$ cat src/rtl/display_scan_ctrl_pkg.sv
// Shared types and constants for the 7-segment digit scan controller.
package disp_pkg;

    typedef enum logic {
        BLANK = 1'b0,
        SHOW  = 1'b1
    } state_t;

    // Per-anode "off" level; anodes are active-low.
    localparam logic ANODE_OFF = 1'b1;

    localparam int unsigned BCD_W = 4;

endpackage

$ cat src/rtl/display_scan_ctrl_if.sv
// Frame-load handshake and scan outputs of display_scan_ctrl.
interface display_scan_ctrl_if
    import disp_pkg::*;
#(
    parameter int unsigned N_DIGITS = 2
);
    logic                      load_i;
    logic [N_DIGITS*BCD_W-1:0] bcd_i;
    logic                      ready_o;
    logic [N_DIGITS-1:0]       anodo_o;
    logic [BCD_W-1:0]          digito_o;
    logic                      blank_o;
    logic                      frame_o;

    modport master (
        output load_i, bcd_i,
        input  ready_o, anodo_o, digito_o, blank_o, frame_o
    );

    modport slave (
        input  load_i, bcd_i,
        output ready_o, anodo_o, digito_o, blank_o, frame_o
    );
endinterface

$ cat src/rtl/display_scan_ctrl_scan_timer.sv
// Loadable down-counter; done_o flags a count of zero (registered alongside the count).
module scan_timer #(
    parameter int unsigned CNT_W   = 1,
    parameter int unsigned RST_VAL = 0
) (
    input  logic             clk_i,
    input  logic             rst_i,
    input  logic             load_i,
    input  logic [CNT_W-1:0] load_val_i,
    output logic [CNT_W-1:0] cnt_o,
    output logic             done_o
);
    logic [CNT_W-1:0] cnt_d;

    always_comb begin
        cnt_d = cnt_o;
        if (load_i) begin
            cnt_d = load_val_i;
        end else if (cnt_o != '0) begin
            cnt_d = cnt_o - 1'b1;
        end
    end

    always_ff @(posedge clk_i or posedge rst_i) begin
        if (rst_i) begin
            cnt_o  <= CNT_W'(RST_VAL);
            done_o <= (RST_VAL == 0);
        end else begin
            cnt_o  <= cnt_d;
            done_o <= (cnt_d == '0);
        end
    end
endmodule

$ cat src/rtl/display_scan_ctrl.sv
// Time-multiplexes N common-anode digits with a blanking guard before each digit;
// new frames are taken over valid/ready and committed only at frame boundaries.
module display_scan_ctrl
    import disp_pkg::*;
#(
    parameter int unsigned N_DIGITS    = 2,
    parameter int unsigned DIGIT_TICKS = 27000,
    parameter int unsigned BLANK_TICKS = 270
) (
    input  logic               clk_i,
    input  logic               rst_i,
    display_scan_ctrl_if.slave bus
);
    localparam int unsigned MAX_TICKS = (DIGIT_TICKS > BLANK_TICKS) ? DIGIT_TICKS : BLANK_TICKS;
    localparam int unsigned CNT_W     = $clog2(MAX_TICKS + 1);
    localparam int unsigned IDX_W     = $clog2(N_DIGITS);
    localparam logic [IDX_W-1:0] LAST_IDX = IDX_W'(N_DIGITS - 1);

    state_t                             state_q, state_nxt;
    logic [IDX_W-1:0]                   idx_q, idx_nxt;
    logic [N_DIGITS-1:0][BCD_W-1:0]     active_q, pending_q;
    logic                               pend_full_q, commit_q, commit;
    logic                               ready_q, blank_q, blank_d, frame_q, frame_d;
    logic [N_DIGITS-1:0]                anodo_q, anodo_d;
    logic [BCD_W-1:0]                   digito_q, digito_d;
    logic                               t_load, t_done;
    logic [CNT_W-1:0]                   t_val, t_cnt;

    scan_timer #(
        .CNT_W   (CNT_W),
        .RST_VAL (BLANK_TICKS - 1)
    ) u_timer (
        .clk_i      (clk_i),
        .rst_i      (rst_i),
        .load_i     (t_load),
        .load_val_i (t_val),
        .cnt_o      (t_cnt),
        .done_o     (t_done)
    );

    // Next state plus next values of every registered output.
    always_comb begin
        state_nxt = state_q;
        idx_nxt   = idx_q;
        t_load    = 1'b0;
        t_val     = CNT_W'(BLANK_TICKS - 1);
        commit    = 1'b0;
        anodo_d   = {N_DIGITS{ANODE_OFF}};
        blank_d   = 1'b1;
        frame_d   = 1'b0;
        digito_d  = digito_q;
        unique case (state_q)
            BLANK: begin
                if (t_done) begin
                    state_nxt = SHOW;
                    t_load    = 1'b1;
                    t_val     = CNT_W'(DIGIT_TICKS - 1);
                end
            end
            SHOW: begin
                if (t_done) begin
                    state_nxt = BLANK;
                    t_load    = 1'b1;
                    idx_nxt   = (idx_q == LAST_IDX) ? '0 : idx_q + 1'b1;
                    commit    = (idx_q == LAST_IDX) && pend_full_q;
                    digito_d  = commit ? pending_q[idx_nxt] : active_q[idx_nxt];
                end
            end
            default: ;
        endcase
        if (state_nxt == SHOW) begin
            anodo_d[idx_nxt] = 1'b0;
            blank_d          = 1'b0;
            // Flag the final lit cycle of the last digit.
            frame_d = (idx_nxt == LAST_IDX) &&
                      ((state_q == BLANK) ? (DIGIT_TICKS == 1) : (t_cnt == CNT_W'(1)));
        end
    end

    always_ff @(posedge clk_i or posedge rst_i) begin
        if (rst_i) begin
            state_q     <= BLANK;
            idx_q       <= '0;
            active_q    <= '0;
            pending_q   <= '0;
            pend_full_q <= 1'b0;
            commit_q    <= 1'b0;
            ready_q     <= 1'b1;
            anodo_q     <= {N_DIGITS{ANODE_OFF}};
            digito_q    <= '0;
            blank_q     <= 1'b1;
            frame_q     <= 1'b0;
        end else begin
            state_q  <= state_nxt;
            idx_q    <= idx_nxt;
            commit_q <= commit;
            anodo_q  <= anodo_d;
            digito_q <= digito_d;
            blank_q  <= blank_d;
            frame_q  <= frame_d;
            // ready stays low through the commit cycle, returns the cycle after.
            if (commit) begin
                active_q    <= pending_q;
                pend_full_q <= 1'b0;
            end else if (bus.load_i && ready_q) begin
                pending_q   <= bus.bcd_i;
                pend_full_q <= 1'b1;
                ready_q     <= 1'b0;
            end
            if (commit_q) begin
                ready_q <= 1'b1;
            end
        end
    end

    assign bus.ready_o  = ready_q;
    assign bus.anodo_o  = anodo_q;
    assign bus.digito_o = digito_q;
    assign bus.blank_o  = blank_q;
    assign bus.frame_o  = frame_q;
endmodule

$ cat src/flat_wrapper.sv
// flat-port wrapper written by rule: the top's interface ports become plain ports
module display_scan_ctrl_flat import disp_pkg::*;
#(
    parameter int unsigned N_DIGITS    = 2,
    parameter int unsigned DIGIT_TICKS = 27000,
    parameter int unsigned BLANK_TICKS = 270
)
  (clk_i, rst_i, bus_load_i, bus_bcd_i, bus_ready_o, bus_anodo_o, bus_digito_o, bus_blank_o, bus_frame_o);
  display_scan_ctrl_if #(.N_DIGITS(N_DIGITS)) bus_i ();
  input  logic clk_i;
  input  logic rst_i;
  input wire logic [$bits(bus_i.load_i)-1:0] bus_load_i;
  input wire logic [$bits(bus_i.bcd_i)-1:0] bus_bcd_i;
  output wire logic [$bits(bus_i.ready_o)-1:0] bus_ready_o;
  output wire logic [$bits(bus_i.anodo_o)-1:0] bus_anodo_o;
  output wire logic [$bits(bus_i.digito_o)-1:0] bus_digito_o;
  output wire logic [$bits(bus_i.blank_o)-1:0] bus_blank_o;
  output wire logic [$bits(bus_i.frame_o)-1:0] bus_frame_o;
  assign bus_i.load_i = bus_load_i;
  assign bus_i.bcd_i = bus_bcd_i;
  assign bus_ready_o = bus_i.ready_o;
  assign bus_anodo_o = bus_i.anodo_o;
  assign bus_digito_o = bus_i.digito_o;
  assign bus_blank_o = bus_i.blank_o;
  assign bus_frame_o = bus_i.frame_o;
  display_scan_ctrl #(.N_DIGITS(N_DIGITS), .DIGIT_TICKS(DIGIT_TICKS), .BLANK_TICKS(BLANK_TICKS)) u_core (.clk_i(clk_i), .rst_i(rst_i), .bus(bus_i));
endmodule
$ cat config.mk
export PLATFORM = sky130hd
export DESIGN_NAME = display_scan_ctrl_flat
export DESIGN_NICKNAME = d
export VERILOG_FILES = /design/src/rtl/display_scan_ctrl_pkg.sv /design/src/rtl/display_scan_ctrl_if.sv /design/src/rtl/display_scan_ctrl_scan_timer.sv /design/src/rtl/display_scan_ctrl.sv /design/src/flat_wrapper.sv
export SDC_FILE = /design/constraint.sdc
export NUM_CORES = 1
export LEC_CHECK = 0
export BUFFER_PORTS_ARGS = -buffer_cell sky130_fd_sc_hd__buf_2
export CAP_MARGIN = 20
export CORE_UTILIZATION = 53
export CTS_BUF_LIST = sky130_fd_sc_hd__clkbuf_8
export DETAILED_ROUTE_END_ITERATION = 12
export HOLD_SLACK_MARGIN = 0.03
export PLACE_DENSITY_LB_ADDON = 0.05
export SLEW_MARGIN = 20
export SYNTH_ARGS = -nofsm -noshare
export SYNTH_HDL_FRONTEND = slang
export SYNTH_SLANG_ARGS = --single-unit
$ cat constraint.sdc
create_clock -name clk_i -period 2.7 [get_ports clk_i]
set_clock_uncertainty 0.15 [all_clocks]
set_input_delay 0.81 -clock clk_i [delete_from_list [all_inputs] [get_ports clk_i]]
set_output_delay 0.81 -clock clk_i [all_outputs]
set_load 0.01 [all_outputs]
# Yosys cells after proc, flatten, opt, wreduce, memory -nomap -nowiden
# Cells that the tools add are included.
dict set report word_totals {
  ff_bits 45
  latch_bits 0
  mem_bits_rw 0
  mem_bits_ro 0
  in_bits 11
  output_inout_bits 9
  word_cells 64
  n_memories 0
}
dict set report op_classes {
  n_addsub 2
  multipliers 0
  n_div 0
  order_cmp 3
  eq_ne 2
  shift 0
  n_mux 28
  n_bitwise 3
  n_reduce_logical 11
}
# operator n
set op_table {}
lappend op_table {{$mux W15} 4}
lappend op_table {{$mux W4} 5}
lappend op_table {{$mux W1} 16}
lappend op_table {{$eq A15 B1 Y1 const B} 1}
lappend op_table {{$logic_not A15 Y1} 1}
lappend op_table {{$reduce_bool A15 Y1} 1}
lappend op_table {{$sub A15 B1 Y15 const B} 1}
lappend op_table {{$reduce_and A2 Y1} 3}
lappend op_table {{$logic_and A1 B1 Y1} 4}
lappend op_table {{$lt A1 B2 Y1 const B} 2}
lappend op_table {{$reduce_bool A2 Y1} 2}
lappend op_table {{$mux W2} 1}
lappend op_table {{$ne A2 B1 Y1 const B} 1}
lappend op_table {{$not A1 Y1} 2}
lappend op_table {{$not A2 Y2} 1}
lappend op_table {{$pmux W1 S2} 1}
lappend op_table {{$add A1 B1 Y1 const B} 1}
lappend op_table {{$demux W1 S1} 1}
lappend op_table {{$ge A1 B1 Y1 const B} 1}

# Longest topological paths before layout
dict set report logic_depth {
  word_depth 10
  depth_mapped 8
  ltp_nobuf 7
}

# Modules after synthesis
# From an unflattened synthesis, not the netlist that was laid out.
dict set report hier_totals {
  cells_unflattened 209
  area_unflattened_um2 2328.5
}
# mod instances cells_per_inst area_per_inst_um2 seq_area_each_um2
set modules_own_cells {}
lappend modules_own_cells {display_scan_ctrl 1 91 1270.0 730.7}
lappend modules_own_cells {scan_timer 1 118 1058.5 405.4}

# Worst setup path before layout
# No wires, ideal clock.
dict set report synth_timing {
  path_kind {register to register}
  from {register u_core.u_timer.cnt_o[6]}
  to {register u_core.u_timer.done_o}
  setup_ns 0.068
  arrival_ns 2.166
  t_required_ns 2.482
  path_slack_ns 0.317
  stages_incl_launch_ff 7
  path_buffers 1
  period_less_slack_ns 2.383
  cell_sequence {dfrtp_1 or4_1 buf_2 or3_4 or4b_1 nand3_1 and4_1}
}
dict set report synth_via {
  elab_chain_len 4
  elab_cells_between_ends 5
  cone_classes {add/sub (1); mux (2); reduce/logical (2)}
}
# item line
set synth_lines {}
lappend synth_lines {{from (decl)} display_scan_ctrl_scan_timer.sv:10} ;# output logic [CNT_W-1:0] cnt_o,
lappend synth_lines {{from (signal assigned)} display_scan_ctrl_scan_timer.sv:26} ;# cnt_o <= CNT_W'(RST_VAL);
lappend synth_lines {{from (signal assigned)} display_scan_ctrl_scan_timer.sv:29} ;# cnt_o <= cnt_d;
lappend synth_lines {{$sub A15 B1 Y15 / $reduce_bool A15 Y1 (equally long branches)} {display_scan_ctrl_scan_timer.sv:20, display_scan_ctrl_scan_timer.sv:19}}
lappend synth_lines {{$mux W15 (*)} display_scan_ctrl_scan_timer.sv:19} ;# end else if (cnt_o != '0) begin
lappend synth_lines {{$mux W15 (*)} display_scan_ctrl_scan_timer.sv:17} ;# if (load_i) begin
lappend synth_lines {{$logic_not A15 Y1 (*)} display_scan_ctrl_scan_timer.sv:30} ;# done_o <= (cnt_d == '0);
lappend synth_lines {{to (signal assigned)} display_scan_ctrl_scan_timer.sv:27} ;# done_o <= (RST_VAL == 0);
lappend synth_lines {{to (signal assigned)} display_scan_ctrl_scan_timer.sv:30}
lappend synth_lines {{to (decl)} display_scan_ctrl_scan_timer.sv:11} ;# output logic done_o
# Mark *: on every way between the ends. The rest lies on a longest branch, timed or not.
# A chain may end at the register's enable or synchronous reset.

# Final worst setup path
# Same ends and word-level chain as after synthesis.

==> flow_metrics.py <==
metrics = {
    "worst_setup_path": {
        "cp_slowest_stage_delay_ns": 0.69,
        "crit_chain": "or4_1, nor4_4, buf_4, o2111ai_1, nor4_1, and4_1",
        "timing.critical_path.arrival_ns": 2.61,
        "cp.buffers_inverters": 1,
        "timing.critical_path.required_ns": 2.78,
        "worst_setup_path_end_kind": "register",
        "cpMaxStageDelayCell": "sky130_fd_sc_hd__or4_1",
        "path_max_fanout": 8,
        "path_class": "reg2reg",
        "crit_path_start_kind": "register",
        "critPathTopFamily": "simple AND/OR/NAND/NOR gates",
    },
    "floorplanning": {
        "num_ports": 20,
        "die_area_um2": 4290,
        "start_util_pct": 56.7,
        "floorplan.die.width_um": 65.5,
        "std_cell_rows": 22,
        "core_area_um2": 3770,
        "die_h_um": 65.5,
    },
    "drt": {
        "detail_route.first_pass.iterations": 5,
        "vias_per_cell": 5.70,
        "detailroute.via_count": 1579,
        "detailroute.wirelength.met2_mm": 2.28,
        "wl_mm": 4.36,
        "route.detailed.drc": 0,
        "final_antenna_net_count": 0,
        "wl_per_cell_um": 15.8,
        "highest-signal-layer": "met4",
        "drt-met1-wl_mm": 1.83,
        "met3_routed_wirelength_um": 156,
        "detail_route.iter0.violations": 68,
    },
    "cells_and_area": {
        "antenna_cells_inserted": 0,
        "flow.area_growth_from_synthesis_pct": 13.5,
        "post_route_cells_drive_above_1_share_pct": 25.8,
        "filler_cell_count": 284,
        "register_area_um2": 1140,
        "multi_input_area_um2": 932,
        "num-nets-final": 243,
    },
    "timing": {
        "timing.final.crit_period_ns": 2.53,
        "worstMarginPinSlew_ns": 0.545,
        "timing.final.hold_violations": 0,
        "hold_ws_ns": 0.306,
        "unrepaired_setup_endpoints_after_global_routing": "false",
        "final_critical_path_setup_slack_ns": 0.170,
        "setup_viol": 0,
        "slew_viol_final": 0,
        "max_freq_mhz": 395,
        "tns_ns": 0,
        "worst_slew_margin_pct": 63.7,
        "finalCritPeriodShare_pct": 93.7,
    },
    "logic_synthesis": {
        "yosysTopAreaCellShare_pct": 43.3,
        "synth.net_count": 219,
        "combinational_family_with_the_most_area_after_synthesis": "simple AND/OR/NAND/NOR gates",
        "yosys_register_bits": 45,
        "synth-compound-area-share_pct": 7.49,
        "share_of_synthesized_cell_area_in_full_adder_half_adder_and_majority_cells_pct": 2.34,
        "synth-edff-count": 0,
        "simple_gate_area_share_of_the_yosys_netlist_pct": 21.5,
        "synth_top_cell_by_area": "sky130_fd_sc_hd__dfrtp_1",
        "ys.flop_type": "sky130_fd_sc_hd__dfrtp_1",
        "ys.warnings.count": 0,
        "synth.top_cells.by_area": "sky130_fd_sc_hd__dfrtp_1 43%, sky130_fd_sc_hd__dfstp_2 9.8%, sky130_fd_sc_hd__mux2_2 6.3%",
        "synth.area.mux_share_pct": 9.60,
        "synth_sequential_area_ratio_pct": 53.2,
        "synthArstFlopShare_pct": 100,
        "yosys.area_share.xor_xnor_pct": 2.46,
        "synth.avg_cell_area_um2": 10.5,
        "yosysUniqueCellTypes": 43,
        "post_synth_inst_count": 204,
        "synth_area_um2": 2140,
    },
    "power_and_ir_drop": {
        "power_frac_seq_pct": 55.2,
        "switching_share_pct": 21.7,
        "leakage_uw": 0.00116,
        "combPwrFrac_pct": 7.0,
        "ir_worst_vdd_v": 0.000314,
        "cell_internal_pwr_uw": 1080,
        "switching_power_uw": 300,
        "p_per_area_nw_per_um2": 571,
        "power.clock.fraction_pct": 37.9,
    },
    "global_route": {
        "grt_usage_pct": 23.1,
        "first_global_vias": 1626,
        "grt_pass1_wl_mm": 7.20,
        "gr-total-overflow": 0,
        "grt_antenna_before_repair": 0,
        "grt_start_max_net_pins": 46,
    },
    "outcome": {
        "outcome": "complete, no violations",
    },
    "place": {
        "preCtsSetupSlack_ns": 0.209,
        "hpwlAfterDp_mm": 3.19,
        "numPortBuffers": 19,
        "globalplace.congestion": 0.905,
    },
    "clocking": {
        "numClockSinks": 45,
        "cts.repair_timing.setup_buffer_count": 0,
        "cts_made_buffers": 5,
        "clkLatencyLatePin_ns": 0.30,
        "cts.clk_slew.worst_paths_ns": 0.08,
        "clockBufferDepth": 2,
        "cts_tree": "done",
        "clock_tree.root_cell": "sky130_fd_sc_hd__clkbuf_8",
        "clock_h_tree_levels": 2,
    },
    "min_path": {
        "worst_hold_path_type": "reg2reg",
    },
    "flow_run": {
        "cap_viol_max_count": 0,
    },
}
[flip-flops by register name (all words and copies together) (netlist names)]
name                   cells
u_core.active_q            8
u_core.bus.anodo_o         2
u_core.bus.blank_o         1
u_core.bus.digito_o        4
u_core.bus.frame_o         1
u_core.bus.ready_o         1
u_core.commit_q            1
u_core.idx_q               1
u_core.pend_full_q         1
u_core.pending_q           8
u_core.state_q             1
u_core.u_timer.cnt_o      15
u_core.u_timer.done_o      1
[logic make-up (layout without fill, tap and decap cells)]
kind of cell	after synthesis	after routing
compound gates	25	25
xor+xnor	6	6
fa+ha+maj	4	4
buf+inv	18	43
flops	45	45
mux	19	19
simple gates	87	87
[path summary, 6_finish.rpt]
path,start,endpoint,slack [ns],cells after the start
setup reg to reg,u_core.u_timer.cnt_o[6],u_core.u_timer.done_o,0.17,6
hold / removal,u_core.commit_q,u_core.bus.ready_o,0.31,1
hold reg to reg,u_core.commit_q,u_core.bus.ready_o,0.31,1
setup / recovery,u_core.u_timer.cnt_o[6],u_core.u_timer.done_o,0.17,6
min in group asynchronous,rst_i,u_core.u_timer.cnt_o[4],0.49,3
max in group asynchronous,rst_i,u_core.u_timer.cnt_o[2],1.53,3
[routing by layer]
metal	GRT usage, %	vias up
met4	10.3	0
met1	25.6	777
li1	-	755
met5	0	-
met2	41.6	38
met3	5.38	9
[worst register-to-register path, stage by stage, from the launching register on]
cell	delay (ns)
sky130_fd_sc_hd__dfrtp_1	0.42
sky130_fd_sc_hd__or4_1	0.69
sky130_fd_sc_hd__nor4_4	0.39
sky130_fd_sc_hd__buf_4	0.22
sky130_fd_sc_hd__o2111ai_1	0.13
sky130_fd_sc_hd__nor4_1	0.25
sky130_fd_sc_hd__and4_1	0.21
[layout make-up]
class | count | area share [%]
clock inverters | 2 | 1.55
well taps | 48 | 2.48
clock buffers | 6 | 3.40
flip-flops and latches | 45 | 46.8
multi-input cells | 141 | 38.4
inverters | 10 | 1.55
repair buffers | 25 | 5.78
[cell usage in the layout, fill, tap and decap left out, drive strengths merged, types with 3 or more instances in the layout]
master and instances:
a21oi 8, buf 25, clkbuf 6, dfrtp 37
dfstp 8, ha 4, inv 9, mux2 12
mux2i 7, nand2 30, nand2b 5, nand3 4
nor2 17, nor2b 3, nor4 9, o211ai 3
o21ai 5, or4 3, xnor2 4
[cells in the mapped netlist (3+ instances only)]
cell	count
sky130_fd_sc_hd__o21ai_0	4
sky130_fd_sc_hd__or4_1	3
sky130_fd_sc_hd__nand3_1	4
sky130_fd_sc_hd__nor2b_1	3
sky130_fd_sc_hd__nand2b_1	5
sky130_fd_sc_hd__mux2i_1	7
sky130_fd_sc_hd__clkbuf_1	6
sky130_fd_sc_hd__nor2_1	17
sky130_fd_sc_hd__nor4_1	8
sky130_fd_sc_hd__ha_1	4
sky130_fd_sc_hd__nand2_1	30
sky130_fd_sc_hd__mux2_2	12
sky130_fd_sc_hd__inv_1	9
sky130_fd_sc_hd__o211ai_1	3
sky130_fd_sc_hd__dfstp_2	8
sky130_fd_sc_hd__dfrtp_1	37
sky130_fd_sc_hd__xnor2_1	4
sky130_fd_sc_hd__a21oi_1	8
[power by group through the flow]
stage	clock, µW	sequential [µW]	combinational, µW
floorplan	0	763	77.2
global placement	0	771	89.9
detailed placement	0	775	99.5
CTS	536	762	99.6
global route	566	770	108
finish	524	763	96.6
[what timing repair did]
| item | 4_1_cts | 5_1_grt |
|---|---|---|
| setup endpoints to repair | 0 | 1 |
| resized for setup | 0 | 1 |
| hold buffers | 0 | 0 |
[through the flow]
stage / std cells / power (µW) / utilization, % / area, µm²
6_report: 277 / 1380 / 64.3 / 2430
5_1_grt: 277 / 1440 / 64.3 / 2430
4_1_cts: 277 / 1400 / 64.2 / 2420
3_5_place_dp: 269 / 875 / 61.0 / 2300
3_3_place_gp: 269 / 861 / 61.0 / 2300
2_1_floorplan: 204 / 840 / - / 2140
(Power assumes the default switching activity.)
